`src/rtl/uart_pkg.sv`:
```
// uart_pkg: shared receiver state type, frame constants and the majority-vote helper
package uart_pkg;
  typedef enum logic [2:0] {IDLE, START, DATA, STOP, WAIT_HIGH} uart_rx_state_t;
  localparam int DATA_BITS = 8;
  localparam int MIN_CLKS_PER_BIT = 16;
  function automatic logic maj3(input logic a, input logic b, input logic c);
    return (a & b) | (a & c) | (b & c);
  endfunction
endpackage

```
`src/rtl/uart_rx_sync.sv`:
```
// uart_rx_sync: 2-flop synchronizer plus previous-value flop; ports clk, n_rst, rx_i -> sync_o (synchronized line), fall_o (1->0 edge)
module uart_rx_sync (
  input  logic clk,
  input  logic n_rst,
  input  logic rx_i,
  output logic sync_o,
  output logic fall_o
);
  logic meta_q, sync_q, prev_q;
  always_ff @(posedge clk or posedge n_rst)
    if (n_rst) {meta_q, sync_q, prev_q} <= '0;
    else begin
      meta_q <= rx_i;
      sync_q <= meta_q;
      prev_q <= sync_q;
    end
  assign sync_o = sync_q;
  assign fall_o = prev_q & ~sync_q;
endmodule

```
`src/rtl/uart_rx.sv`:
```
// uart_rx: 8N1 receiver; ports clk, n_rst, rx (serial in), data/valid/ready (byte out), frame_err, overrun (pulses), busy
module uart_rx
  import uart_pkg::*;
#(
  parameter int CLKS_PER_BIT = 868
) (
  input  logic       clk,
  input  logic       n_rst,
  input  logic       rx,
  output logic [7:0] data,
  output logic       valid,
  input  logic       ready,
  output logic       frame_err,
  output logic       overrun,
  output logic       busy
);
  localparam int CW = $clog2(CLKS_PER_BIT);
  localparam logic [CW-1:0] HALF = CW'(CLKS_PER_BIT / 2);
  localparam logic [CW-1:0] LAST = CW'(CLKS_PER_BIT - 1);
  if (CLKS_PER_BIT < MIN_CLKS_PER_BIT) begin : g_cpb_check
    $error("CLKS_PER_BIT must be at least %0d", MIN_CLKS_PER_BIT);
  end
  logic rx_s, fall, vote;
  uart_rx_state_t state_q, state_d;
  logic [CW-1:0] cnt_q, cnt_d;
  logic [2:0] bit_q, bit_d;
  logic [DATA_BITS-1:0] sh_q, sh_d, data_q, data_d;
  logic [1:0] hist_q;
  logic valid_q, valid_d, ferr_q, ferr_d, ovr_q, ovr_d;
  uart_rx_sync u_sync (
    .clk   (clk),
    .n_rst (n_rst),
    .rx_i  (rx),
    .sync_o(rx_s),
    .fall_o(fall)
  );
  assign vote = maj3(hist_q[1], hist_q[0], rx_s);
  always_comb begin
    state_d = state_q;
    cnt_d   = (cnt_q == LAST) ? '0 : cnt_q + 1'b1;
    bit_d   = bit_q;
    sh_d    = sh_q;
    data_d  = data_q;
    valid_d = valid_q & ~ready;
    ferr_d  = 1'b0;
    ovr_d   = 1'b0;
    case (state_q)
      IDLE:      state_d = fall ? START : IDLE;
      START:     if (cnt_q == HALF) state_d = vote ? IDLE : DATA;
      DATA:
        if (cnt_q == LAST) begin
          sh_d  = {vote, sh_q[DATA_BITS-1:1]};
          bit_d = bit_q + 1'b1;
          if (bit_q == 3'(DATA_BITS - 1)) state_d = STOP;
        end
      STOP:
        if (cnt_q == LAST) begin
          state_d = vote ? IDLE : WAIT_HIGH;
          ferr_d  = ~vote;
          if (vote && (!valid_q || ready)) begin
            data_d  = sh_q;
            valid_d = 1'b1;
          end
          ovr_d = vote & valid_q & ~ready;
        end
      WAIT_HIGH: state_d = rx_s ? IDLE : WAIT_HIGH;
      default:   state_d = IDLE;
    endcase
    if (state_d != state_q) begin
      cnt_d = '0;
      bit_d = '0;
    end
  end
  always_ff @(posedge clk or posedge n_rst)
    if (n_rst) begin
      state_q <= IDLE;
      cnt_q   <= '0;
      bit_q   <= '0;
      sh_q    <= '0;
      hist_q  <= '0;
      data_q  <= '0;
      valid_q <= 1'b0;
      ferr_q  <= 1'b0;
      ovr_q   <= 1'b0;
    end else begin
      state_q <= state_d;
      cnt_q   <= cnt_d;
      bit_q   <= bit_d;
      sh_q    <= sh_d;
      hist_q  <= {hist_q[0], rx_s};
      data_q  <= data_d;
      valid_q <= valid_d;
      ferr_q  <= ferr_d;
      ovr_q   <= ovr_d;
    end
  assign data      = data_q;
  assign valid     = valid_q;
  assign frame_err = ferr_q;
  assign overrun   = ovr_q;
  assign busy      = state_q != IDLE;
endmodule

```
`config.mk`:
```
export PLATFORM = sky130hd
export DESIGN_NAME = uart_rx
export DESIGN_NICKNAME = d
export VERILOG_FILES = /design/src/rtl/uart_pkg.sv /design/src/rtl/uart_rx_sync.sv /design/src/rtl/uart_rx.sv
export SDC_FILE = /design/constraint.sdc
export NUM_CORES = 1
export LEC_CHECK = 0
export CORE_MARGIN = 2
export CORE_UTILIZATION = 50
export DETAILED_ROUTE_END_ITERATION = 8
export GPL_TIMING_DRIVEN = 0
export PLACE_DENSITY = 0.74
export SLEW_MARGIN = 10
export SYNTH_ARGS = -nofsm -noshare
export SYNTH_HDL_FRONTEND = slang
export SYNTH_SLANG_ARGS = --single-unit
```
`constraint.sdc`:
```
create_clock -name clk -period 1.55 [get_ports clk]
set_input_delay 0.31 -clock clk [delete_from_list [all_inputs] [get_ports clk]]
set_output_delay 0.31 -clock clk [all_outputs]
set_load 0.02 [all_outputs]
```
### Word-level counts from Yosys, hierarchy flattened

Cells that the tools add are included.

* divide/modulo/power cells: 0
* reductions and logical operators: 10
* bitwise gates (word level): 12
* eq/ne operators: 8
* add/subtract/negate cells: 2
* order comparisons: 0
* muxes and demuxes: 21
* multipliers: 0
* shifts and indexed selects: 0

Operator list (count)
* two-way mux 3 bit: 9
* two-way mux 10 bit: 2
* case mux 3 bit (5 select lines): 1
* adder 10 x 1 -> 10 bit (second input constant): 1
* == test 10 bit (second input constant): 1
* == test 10 x 9 -> 1 bit (second input constant): 1
* two-way mux 1 bit: 8
* AND 1 bit: 7
* == test 3 x 2 -> 1 bit (second input constant): 2
* == test 3 bit (second input constant): 2
* AND reduction 2 bit: 2
* nonzero test 2 bit: 2
* adder 3 x 1 -> 3 bit (second input constant): 1
* == test 3 x 1 -> 1 bit (second input constant): 1
* logical NOT 3 bit: 1
* != test 3 bit: 1
* NOT 1 bit: 3
* AND reduction 3 bit: 1
* nonzero test 3 bit: 1
* two-way mux 2 bit: 1
* OR 1 bit: 2
* logical AND 1 bit: 1
* logical NOT 1 bit: 1
* logical OR 1 bit: 1

* latch bits: 0
* memory bits (writable): 0
* memory bits (read-only): 0
* bits in registers: 40
* memories kept: 0
* word-level logic and storage cells: 65
* input port bits: 4
* output and inout bits: 12

### Longest topological paths before layout

Gate-level depths: netlist of run 1.

* depth in word-level cells: 9
* gate-level depth with buffers: 6

### By module

A second synthesis of run 1 with hierarchy kept.

* cell total of the unflattened synthesis: 154
* area total of the unflattened synthesis: 1866.8 µm²

By module, submodules not included
* uart_rx: area each 1774.2 µm², cells each 149, times used 1
* uart_rx_sync: area each 92.6 µm², cells each 5, times used 1

### Worst setup path after synthesis of run 1

OpenSTA, ideal clock, no wires.

* path kind: register to register
* start point: reg cnt_q[0]
* end point: reg sh_q[0]
* buffers on the path: 1
* data required time: 1425 ps
* setup slack: -154 ps
* period minus slack after synthesis: 1704 ps
* data arrival time: 1580 ps
* cell stages (with the launch flop): 6
* cells stage by stage: dfrtp_1 > ha_1 > and4b_2 > nand4_1 > buf_2 > mux2_2

* longest elaborated chain between the ends: 2

RTL lines
* start, declared: RTL line uart_rx.sv:25 `logic [CW-1:0] cnt_q, cnt_d;`
* start signal, assigned: RTL line uart_rx.sv:87 `cnt_q <= cnt_d;`
* == test 10 bit: RTL line uart_rx.sv:51 `if (cnt_q == LAST) begin`
* AND reduction 2 bit (no line)
* end signal, assigned: RTL line uart_rx.sv:79 `sh_q <= '0;`
* end signal, assigned: RTL line uart_rx.sv:89 `sh_q <= sh_d;`
* end, declared: RTL line uart_rx.sv:27 `logic [DATA_BITS-1:0] sh_q, sh_d, data_q, data_d;`

Every way passes these cells.
A chain may end at the register's enable or synchronous reset.

### Worst setup path after layout of run 1

* start point: reg state_q[1]
* end point: out busy

* longest elaborated chain between the ends: 1

RTL lines
* start, declared: RTL line uart_rx.sv:24 `uart_rx_state_t state_q, state_d;`
* start signal, assigned: RTL line uart_rx.sv:86 `state_q <= state_d;`
* nonzero test 3 bit: RTL line uart_rx.sv:100 `assign busy = state_q != IDLE;`
* end, declared: RTL line uart_rx.sv:15 `output logic busy`

Every way passes these cells.

==> results of run 1 <==
[where the power goes]
group	switching (mW)	internal (mW)
registers	0.0895	1.09
logic	0.307	0.330
clock network	0.336	0.339
total	0.733	1.76
[routing by layer]
metal,wire [um],share of wire,up-vias
met2,2108,0.53,37
met4,79,0.020,0
met3,158,0.040,10
li1,-,-,596
met5,0,0,-
met1,1635,0.41,648
[layout make-up]
type	count	area [um2]
fillers	249	947.2
repair buffers	35	304.0
well taps	46	57.56
clock inverters	3	43.79
multi-input cells	95	928.4
inverters	5	21.27
flip-flops and latches	39	978.4
clock buffers	5	37.54
plain buffers	4	45.04
[final timing paths]
check,from,endpoint,cells past startpoint
min,u_sync.meta_q,u_sync.sync_o,0
min reg2reg,u_sync.meta_q,u_sync.sync_o,0
max,state_q[1],busy,3
max reg2reg,cnt_q[1],sh_q[1],5
max in group asynchronous,n_rst,u_sync.sync_o,2
min in group asynchronous,n_rst,data[0],2
[synth_stat cells, drive strengths merged, types with 3 or more instances]
master and number:
nand3 6, a21oi 5, inv 5, mux2 16
xor2 5, buf 4, ha 4, nand2 6
and3 3, xnor2 3, dfrtp 39, nand4 3
nor2 12, nor3b 3
[metrics by stage]
stage	instances	setup WS (ns)	hold slack (ns)
3_5_place_dp	205	-0.2449	0.3347
4_1_cts	230	-0.1504	0.3506
3_3_place_gp	205	-0.3788	0.3334
5_1_grt	232	-0.2235	0.3535
6_report	232	-0.1637	0.3519
2_1_floorplan	144	-0.06670	0.3312
[cell families after synthesis]
kind of cell               Yosys count  synth area share
xor gates and xnor gates             8           0.03947
and+or+nand+nor                     48            0.1670
muxes                               18            0.1128
AOI/OAI and AO/OA                   16           0.07188
DFF                                 39            0.5497
buffers and inverters               10           0.02537
adders and majority gates            5           0.03383
[worst register-to-register path, stage by stage, from the launching register on]
cell	delay, ns
dfrtp_1	0.37
ha_2	0.19
and4b_2	0.28
nand4_1	0.24
buf_6	0.23
mux2_4	0.30
[sequential cells by signal (all words and copies together), names as in the netlist]
register / flops
bit_q: 3
hist_q: 2
u_sync.meta_q: 1
frame_err: 1
state_q: 3
sh_q: 8
cnt_q: 10
u_sync.sync_o: 1
data: 8
valid: 1
overrun: 1
[timing repair]
item	4_1_cts	5_1_grt
gates cloned	1	0
hold buffers	0	0
pin swaps	9	9
gates resized for setup	49	12
setup buffers	17	2
setup endpoints to repair	43	33
==> impl_metrics.env, run 1 <==
export IMPL_design_core_area_um2=3363
export IMPL_utilization=0.7184
export IMPL_initial_core_util=0.5279
export IMPL_start_kind="flop"
export IMPL_max_cap_viol_count=0
export IMPL_hold_violations=0
export IMPL_cp_slowest_stage_delay_ns=0.42
export IMPL_grt_max_degree=40
export IMPL_grt_usage=0.2132
export IMPL_drt_iter0_markers=73
export IMPL_gp_congestion=0.8183
export IMPL_die_area_um2=4044
export IMPL_worst_path_buf_inv=2
export IMPL_asyncSetResetFlopFracSynth=1.000
export IMPL_min_delay_path_class="flop to flop"
export IMPL_post_dp_hpwl_um=2197
export IMPL_grt_pass1_wl_um=6582
export IMPL_syn_inst=144
export IMPL_clk_latency_ns=0.35
export IMPL_use_met1=0.2547
export IMPL_worstPathArrival_ns=1.40
export IMPL_die_h_um=63.59
export IMPL_htreeDepth=2
export IMPL_period_share=1.106
export IMPL_synth_largest_area_cell="dfrtp_1"
export IMPL_finalSetupViolCount=26
export IMPL_top_usage_layer="met2"
export IMPL_final_cell_mix="37 x dfrtp_1, 19 x buf_4, 14 x mux2_4, 11 x dlygate4sd2_1, 9 x nor2_1"
export IMPL_cts_root_buf="clkbuf_4"
export IMPL_rrSetupSlack_ns=-0.14
export IMPL_violations="setup timing"
export IMPL_critical_path_top_cell_by_count="buf_6"
export IMPL_ys_seq_elements=39
export IMPL_synth_top_area_share=0.5497
export IMPL_clkTransAtPathRegs_ns=0.12
export IMPL_fin_ws_ns=-0.1637
export IMPL_max_slew_margin=0.4753
export IMPL_drive_above_1_share=0.4194
export IMPL_path_cells="buf_6, or3_4, buf_6"
export IMPL_ys_warn_count=0
export IMPL_rsz0062_at_grt="yes"
export IMPL_leakagePower_nw=1.176
export IMPL_grt_overflow=0
export IMPL_cts_sinks=39
export IMPL_finalClockSkew_ns=0.008909
export IMPL_fin_area_um2=2416
export IMPL_vias_per_cell=5.565
export IMPL_synth_edf_count=0
export IMPL_vias=1291
export IMPL_powerDensity_nw_per_um2=1031
export IMPL_ys_types=36
export IMPL_avgSynthCellArea_um2=12.33
export IMPL_tightest_slew_ns=0.7859
export IMPL_ys_flop_type="dfrtp_1"
export IMPL_avgRoutedWirePerCell_um=17.16
export IMPL_crit_required_ns=1.24
export IMPL_cts_tree="built"
export IMPL_grt_pass1_vias=1350
export IMPL_dr_pass1_iters=4
export IMPL_nets=193
export IMPL_worstPathMaxFanout=4
export IMPL_num_rows=21
export IMPL_syn_nets=152
export IMPL_die_w_um=63.59
export IMPL_netlist_area_um2=1775
export IMPL_grt_util_met3=0.04821
export IMPL_finalSetupTns_ns=-2.586
export IMPL_remaining_drc_errors=0
export IMPL_cp_top_family="flip-flops"
export IMPL_ir_drop_v=0.0006898
export IMPL_drtAntennaViolNets=0
export IMPL_numCtsBuffers=5
export IMPL_area_delta_synth_final_pct=36.08
export IMPL_cp_end_kind="output port"
export IMPL_wl_um=3982
export IMPL_port_buffers=15
export IMPL_path_class="flop to output port"
export IMPL_fmax_mhz=583.5
export IMPL_ys_seq_area_frac=0.5497
export IMPL_cp_slowest_cell="dfrtp_1"
export IMPL_fin_crit_ns=1.714
export IMPL_power_mw=2.492
export IMPL_place_area_um2=2019
export IMPL_cts_path_max_buffers=2
export IMPL_grt_util_met2=0.3842
export IMPL_final_common_cell="dfrtp_1"
export IMPL_antenna_found_initial=0
export IMPL_synth_area_leaders="dfrtp_1 55%, mux2_2 10%, ha_1 2.8%, xor2_1 2.5%, nor2_1 2.1%"
export IMPL_status="finished, violations left"
export IMPL_ios=16
export IMPL_finalMaxSlewViolations=0
export IMPL_antennaDiodeCount=0
No activity file was read; power rests on OpenSTA's default activity.
==> inputs of run 2 (changes only) <==
- CAP_MARGIN: not set -> 20
- CORE_UTILIZATION: 50 -> 56
- PLACE_DENSITY: 0.74 -> 0.78
- clock period: 1.55 -> 1.65 ns (I/O delays scaled with it)
==> run 2 against run 1 <==
Net effect: the flow still finishes with violations (setup timing); critical path depth did not move; final area shrank 3.7%; die area fell by 10%; combinational power decreased by 25%; sequential power fell by 7%; hold slack improved by 0.011 ns; clock power down 29%; sequential share of layout area rose by 1.5 points; sequential cell count did not move; largest power group unchanged; highest routed layer unchanged.
==> impl_metrics.env, run 2 (same netlist as run 1, synthesis figures left out) <==
export IMPL_status="finished, violations left"
export IMPL_violations="setup timing"
export IMPL_worstPathArrival_ns=1.39
export IMPL_grt_util_met2=0.3416
export IMPL_design_core_area_um2=3028
export IMPL_cts_sinks=39
export IMPL_fin_crit_ns=1.716
export IMPL_start_kind="flop"
export IMPL_die_h_um=60.31
export IMPL_die_area_um2=3637
export IMPL_leakagePower_nw=1.150
export IMPL_clk_latency_ns=0.35
export IMPL_grt_overflow=0
export IMPL_post_place_cells=203
export IMPL_die_w_um=60.31
export IMPL_ir_drop_v=0.0006557
export IMPL_fillers=190
export IMPL_worstPathMaxFanout=10
export IMPL_cp_top_family="flip-flops"
export IMPL_fin_ws_ns=-0.06587
export IMPL_grt_max_degree=40
export IMPL_cts_tree="built"
export IMPL_area_delta_synth_final_pct=31.08
export IMPL_finalMaxSlewViolations=0
export IMPL_stdcell_count=228
export IMPL_vias_per_cell=5.579
export IMPL_wl_um=3781
export IMPL_post_dp_hpwl_um=2060
export IMPL_initial_core_util=0.5864
export IMPL_vias=1272
export IMPL_gp_congestion=0.8662
export IMPL_utilization=0.7686
export IMPL_worst_path_buf_inv=2
export IMPL_max_flop_register="cnt_q"
export IMPL_use_met1=0.2907
export IMPL_rrSetupSlack_ns=-0.06
export IMPL_remaining_drc_errors=0
export IMPL_nets=191
export IMPL_antenna_found_initial=0
export IMPL_min_delay_path_class="flop to flop"
export IMPL_port_buffers=15
export IMPL_drt_iter0_markers=77
export IMPL_final_common_cell="dfrtp_1"
export IMPL_max_cap_viol_count=0
export IMPL_top_usage_layer="met2"
export IMPL_grt_pass1_vias=1237
export IMPL_cp_end_kind="output port"
export IMPL_finalClockSkew_ns=0.007799
export IMPL_ios=16
export IMPL_cts_path_max_buffers=2
export IMPL_period_share=1.040
export IMPL_htreeDepth=2
export IMPL_rsz0062_at_grt="yes"
export IMPL_powerDensity_nw_per_um2=885.8
export IMPL_crit_required_ns=1.32
export IMPL_finalSetupViolCount=25
export IMPL_final_cell_mix="38 x dfrtp_1, 14 x buf_4, 10 x nor2_1, 9 x dlygate4sd2_1"
export IMPL_avgRoutedWirePerCell_um=16.58
export IMPL_path_class="flop to output port"
export IMPL_max_slew_margin=0.4730
export IMPL_path_cells="buf_8, or3_4, buf_6"
export IMPL_pre_cts_ws_ns=-0.2522
export IMPL_grt_pass1_wl_um=5802
export IMPL_cts_root_buf="clkbuf_4"
export IMPL_grt_util_met3=0.06277
export IMPL_largest_reg_flops=10
export IMPL_num_rows=20
export IMPL_clkTransAtPathRegs_ns=0.11
export IMPL_cp_slowest_cell="dfrtp_1"
export IMPL_hold_violations=0
export IMPL_drtAntennaViolNets=0
export IMPL_antennaDiodeCount=0
export IMPL_grt_usage=0.2242
export IMPL_fmax_mhz=582.8
export IMPL_tightest_slew_ns=0.7893
export IMPL_cp_slowest_stage_delay_ns=0.42
export IMPL_numCtsBuffers=5
export IMPL_dr_pass1_iters=4
export IMPL_drive_above_1_share=0.4022
[run 2: cell count changes in the layout (fill, tap and decap cells not counted), sizes merged]
cell          before  now
buf               25   23
clkbuf             5    7
dlygate4sd2       11    9
dlymetal6s2s       0    2
bufinv             1    0
clkinv             2    1
[run 2: cell type report]
class | count | area (um2) | area share
inverter | 5 | 18.77 | 0.008065
timing repair buffer | 33 | 307.8 | 0.1323
clock inverter | 1 | 5.005 | 0.002151
clock buffer | 7 | 45.04 | 0.01935
tap | 44 | 55.05 | 0.02366
sequential | 39 | 977.2 | 0.4199
multi-input combinational | 95 | 873.3 | 0.3753
buffer | 4 | 45.04 | 0.01935
[run 2: through the flow]
step                TNS [ns]  total power, mW  instance area (um2)  hold slack (ns)
finish               -0.7471            2.061                 2327           0.3633
global route          -2.307            2.168                 2327           0.3696
CTS                  -0.2446            2.001                 2242           0.3644
detailed placement    -3.860            1.432                 1987           0.3395
global placement      -15.62            1.421                 1987           0.3340
floorplan                  0            1.355                 1782           0.3312
[run 2: path summary, 6_finish.rpt]
path | startpoint | endpoint | cells past startpoint
setup / recovery | state_q[0] | busy | 3
min in group asynchronous | n_rst | sh_q[0] | 2
max in group asynchronous | n_rst | state_q[2] | 2
hold reg to reg | u_sync.meta_q | u_sync.sync_o | 0
setup reg to reg | cnt_q[0] | state_q[0] | 5
hold / removal | u_sync.meta_q | u_sync.sync_o | 0
[run 2: report_power, final]
group / internal [mW] / switching, mW / total (mW) / leakage (nW)
clock: 0.166 / 0.313 / 0.479 / 0.0293
combinational: 0.239 / 0.240 / 0.479 / 0.598
sequential: 1.02 / 0.0795 / 1.10 / 0.523
total: 1.43 / 0.632 / 2.06 / 1.15
[run 2: per-layer routing]
layer | part of all wire | wire length, um
met3 | 0.048 | 180
met5 | 0 | 0
met4 | 0.028 | 106
met1 | 0.43 | 1632
met2 | 0.49 | 1862
[run 2: worst reg2reg max path: stages, from the launching register on]
cell      delay (ns)
dfrtp_1         0.39
ha_2            0.19
and4b_2         0.28
nand3_4         0.14
or3_1           0.36
a311oi_2        0.25
[run 2: repair_timing]
action | CTS | global route
setup buffers | 15 | 2
hold buffers | 0 | 0
gates resized for setup | 40 | 20
pin swaps | 6 | 9
gates cloned | 1 | 0
setup endpoints to repair | 36 | 35
==> inputs of run 3 (changes only) <==
- SKIP_LAST_GASP: not set -> 1
==> run 3 against run 2 <==
Net effect: the run still ends with setup timing left; first-iteration DRC count is 12% lower; clock skew hardly changed; non-clock buffer count is 1 higher; power is 1.0% higher; die area stayed put; sequential share of layout area is 0.14 points lower; register-to-register slack hardly changed; largest power group unchanged; critical endpoint is now data[5]; count of clock-buffer cells in the layout stayed put; via count is 0.31% higher; utilization is 0.25 points higher.
==> impl_metrics.env, run 3 (same netlist as run 1, synthesis figures left out) <==
export IMPL_status="finished, violations left"
export IMPL_violations="setup timing"
export IMPL_timing_rr_end="data[5]"
export IMPL_internal_power_mw=1.444
export IMPL_power_share_clock=0.231
export IMPL_power_switching_mw=0.6376
export IMPL_design_core_area_um2=3028
export IMPL_max_cap_viol_count=0
export IMPL_hold_buffers=0
export IMPL_cp_slowest_stage_delay_ns=0.39
export IMPL_hold_path_end="u_sync.sync_o"
export IMPL_fin_area_um2=2335
export IMPL_antennaDiodeCount=0
export IMPL_final_common_cell="dfrtp_1"
export IMPL_cp_top_family="simple AND/OR/NAND/NOR gates"
export IMPL_grt_usage=0.2215
export IMPL_die_area_um2=3637
export IMPL_drt_iter0_markers=68
export IMPL_antenna_found_initial=0
export IMPL_hp_start="u_sync.meta_q"
export IMPL_numCtsBuffers=5
export IMPL_finalMaxSlewViolations=0
export IMPL_rsz0062_at_grt="yes"
export IMPL_grt_pass1_wl_um=5713
export IMPL_power_frac_seq=0.529
export IMPL_num_rows=20
export IMPL_powerDensity_nw_per_um2=891.7
export IMPL_crit_required_ns=1.89
export IMPL_cts_path_max_buffers=2
export IMPL_max_flop_register="cnt_q"
export IMPL_start_kind="flop"
export IMPL_avgRoutedWirePerCell_um=16.54
export IMPL_die_h_um=60.31
export IMPL_clk_latency_ns=0.35
export IMPL_dr_pass1_iters=4
export IMPL_gp_congestion=0.8662
export IMPL_p_sw_frac=0.3062
export IMPL_largest_reg_flops=10
export IMPL_area_delta_synth_final_pct=31.50
export IMPL_fmax_mhz=581.5
export IMPL_leakagePower_nw=1.175
export IMPL_wl_um=3788
export IMPL_nets=192
export IMPL_grt_pass1_vias=1234
export IMPL_r2r_start="cnt_q[1]"
export IMPL_finalClockSkew_ns=0.007409
export IMPL_fin_crit_ns=1.720
export IMPL_max_slew_margin=0.4729
export IMPL_final_cell_mix="38 x dfrtp_1, 15 x buf_4, 10 x nor2_1"
export IMPL_power_frac_comb=0.241
export IMPL_drive_above_1_share=0.4000
export IMPL_power_mw=2.082
export IMPL_tightest_slew_ns=0.7895
export IMPL_worstPathArrival_ns=1.96
export IMPL_vias=1276
export IMPL_remaining_drc_errors=0
export IMPL_worstPathMaxFanout=8
export IMPL_ir_drop_v=0.0006630
export IMPL_place_area_um2=1987
export IMPL_worst_path_buf_inv=1
export IMPL_fillers=189
export IMPL_initial_core_util=0.5864
export IMPL_ios=16
export IMPL_cts_root_buf="clkbuf_4"
export IMPL_hold_violations=0
export IMPL_path_class="flop to flop"
export IMPL_cp_end_kind="flop"
export IMPL_utilization=0.7711
export IMPL_cts_sinks=39
export IMPL_htreeDepth=2
export IMPL_reg2regPathDepth=6
export IMPL_min_delay_path_class="flop to flop"
export IMPL_port_buffers=15
export IMPL_grt_overflow=0
export IMPL_drtAntennaViolNets=0
export IMPL_fin_ws_ns=-0.06974
export IMPL_finalSetupViolCount=26
export IMPL_rrSetupSlack_ns=-0.07
export IMPL_path_cells="ha_2, and4b_2, nand3_4, nor2_4, buf_12, mux2_4"
export IMPL_period_share=1.042
export IMPL_clkTransAtPathRegs_ns=0.11
export IMPL_cts_tree="built"
export IMPL_die_w_um=60.31
export IMPL_vias_per_cell=5.572
export IMPL_post_dp_hpwl_um=2060
export IMPL_grt_max_degree=40
export IMPL_cp_slowest_cell="dfrtp_1"
export IMPL_hold_path_depth=0
-- run 3: cell count changes in the layout (fill, tap and decap cells not counted), sizes merged --
cell | previous run | this run
buf | 23 | 24
dlygate4sd2 | 9 | 8
dlymetal6s2s | 2 | 3
-- run 3: routing by layer --
metal | part of all wire | GRT usage
met1 | 0.44 | 0.2823
met2 | 0.48 | 0.3416
met3 | 0.043 | 0.06277
met4 | 0.036 | 0.1206
met5 | 0 | 0
-- run 3: what timing repair did --
action                                  CTS  global route
pin swaps                                 6             5
endpoints found under the setup margin   36            36
setup buffers                            15             3
cloned                                    1             0
gates resized for setup                  36            23
-- run 3: how the worst max path moves through the flow --
stage / startpoint / endpoint / slack [ns] / depth (start not counted)
floorplan: cnt_q[0] / bit_q[0] / 0.003 / 5
global placement: n_rst / cnt_q[5] / -0.32 / 2
detailed placement: cnt_q[0] / bit_q[0] / -0.25 / 5
CTS: state_q[1] / busy / -0.08 / 3
global route: state_q[1] / cnt_q[2] / -0.13 / 7
finish: cnt_q[1] / data[5] / -0.07 / 6
-- run 3: area by class of cell --
type	count	area, um2	share of cell area
multi-input combinational	95	869.6	0.3725
tap	44	55.05	0.02358
timing repair buffer	34	319.1	0.1367
buffer	4	45.04	0.01929
inverter	5	18.77	0.008039
clock buffer	7	45.04	0.01929
sequential	39	977.2	0.4185
clock inverter	1	5.005	0.002144
-- run 3: worst reg2reg max path: cells and delay by family (launching register included) --
family | cells | cell delay [ns]
simple gates | 3 | 0.59
fa+ha+maj | 1 | 0.19
buf+inv | 1 | 0.14
mux | 1 | 0.30
flops | 1 | 0.39
-- run 3: metrics by stage --
step / setup TNS [ns] / cells / hold WS (ns) / setup WS (ns)
final: -1.091 / 229 / 0.3620 / -0.06974
after global routing: -2.591 / 229 / 0.3696 / -0.1332
after CTS: -0.2997 / 226 / 0.3644 / -0.07612
after detailed placement: -3.860 / 203 / 0.3395 / -0.2522
after global placement: -15.62 / 203 / 0.3340 / -0.3168
after floorplan: 0 / 144 / 0.3312 / 0.003093
-- run 3: power groups by stage --
stage	clock, mW	combinational [mW]	sequential, mW
final	0.480	0.501	1.10
after global routing	0.528	0.549	1.11
after CTS	0.481	0.421	1.10
after detailed placement	0	0.304	1.13
after global placement	0	0.296	1.12
after floorplan	0	0.242	1.11
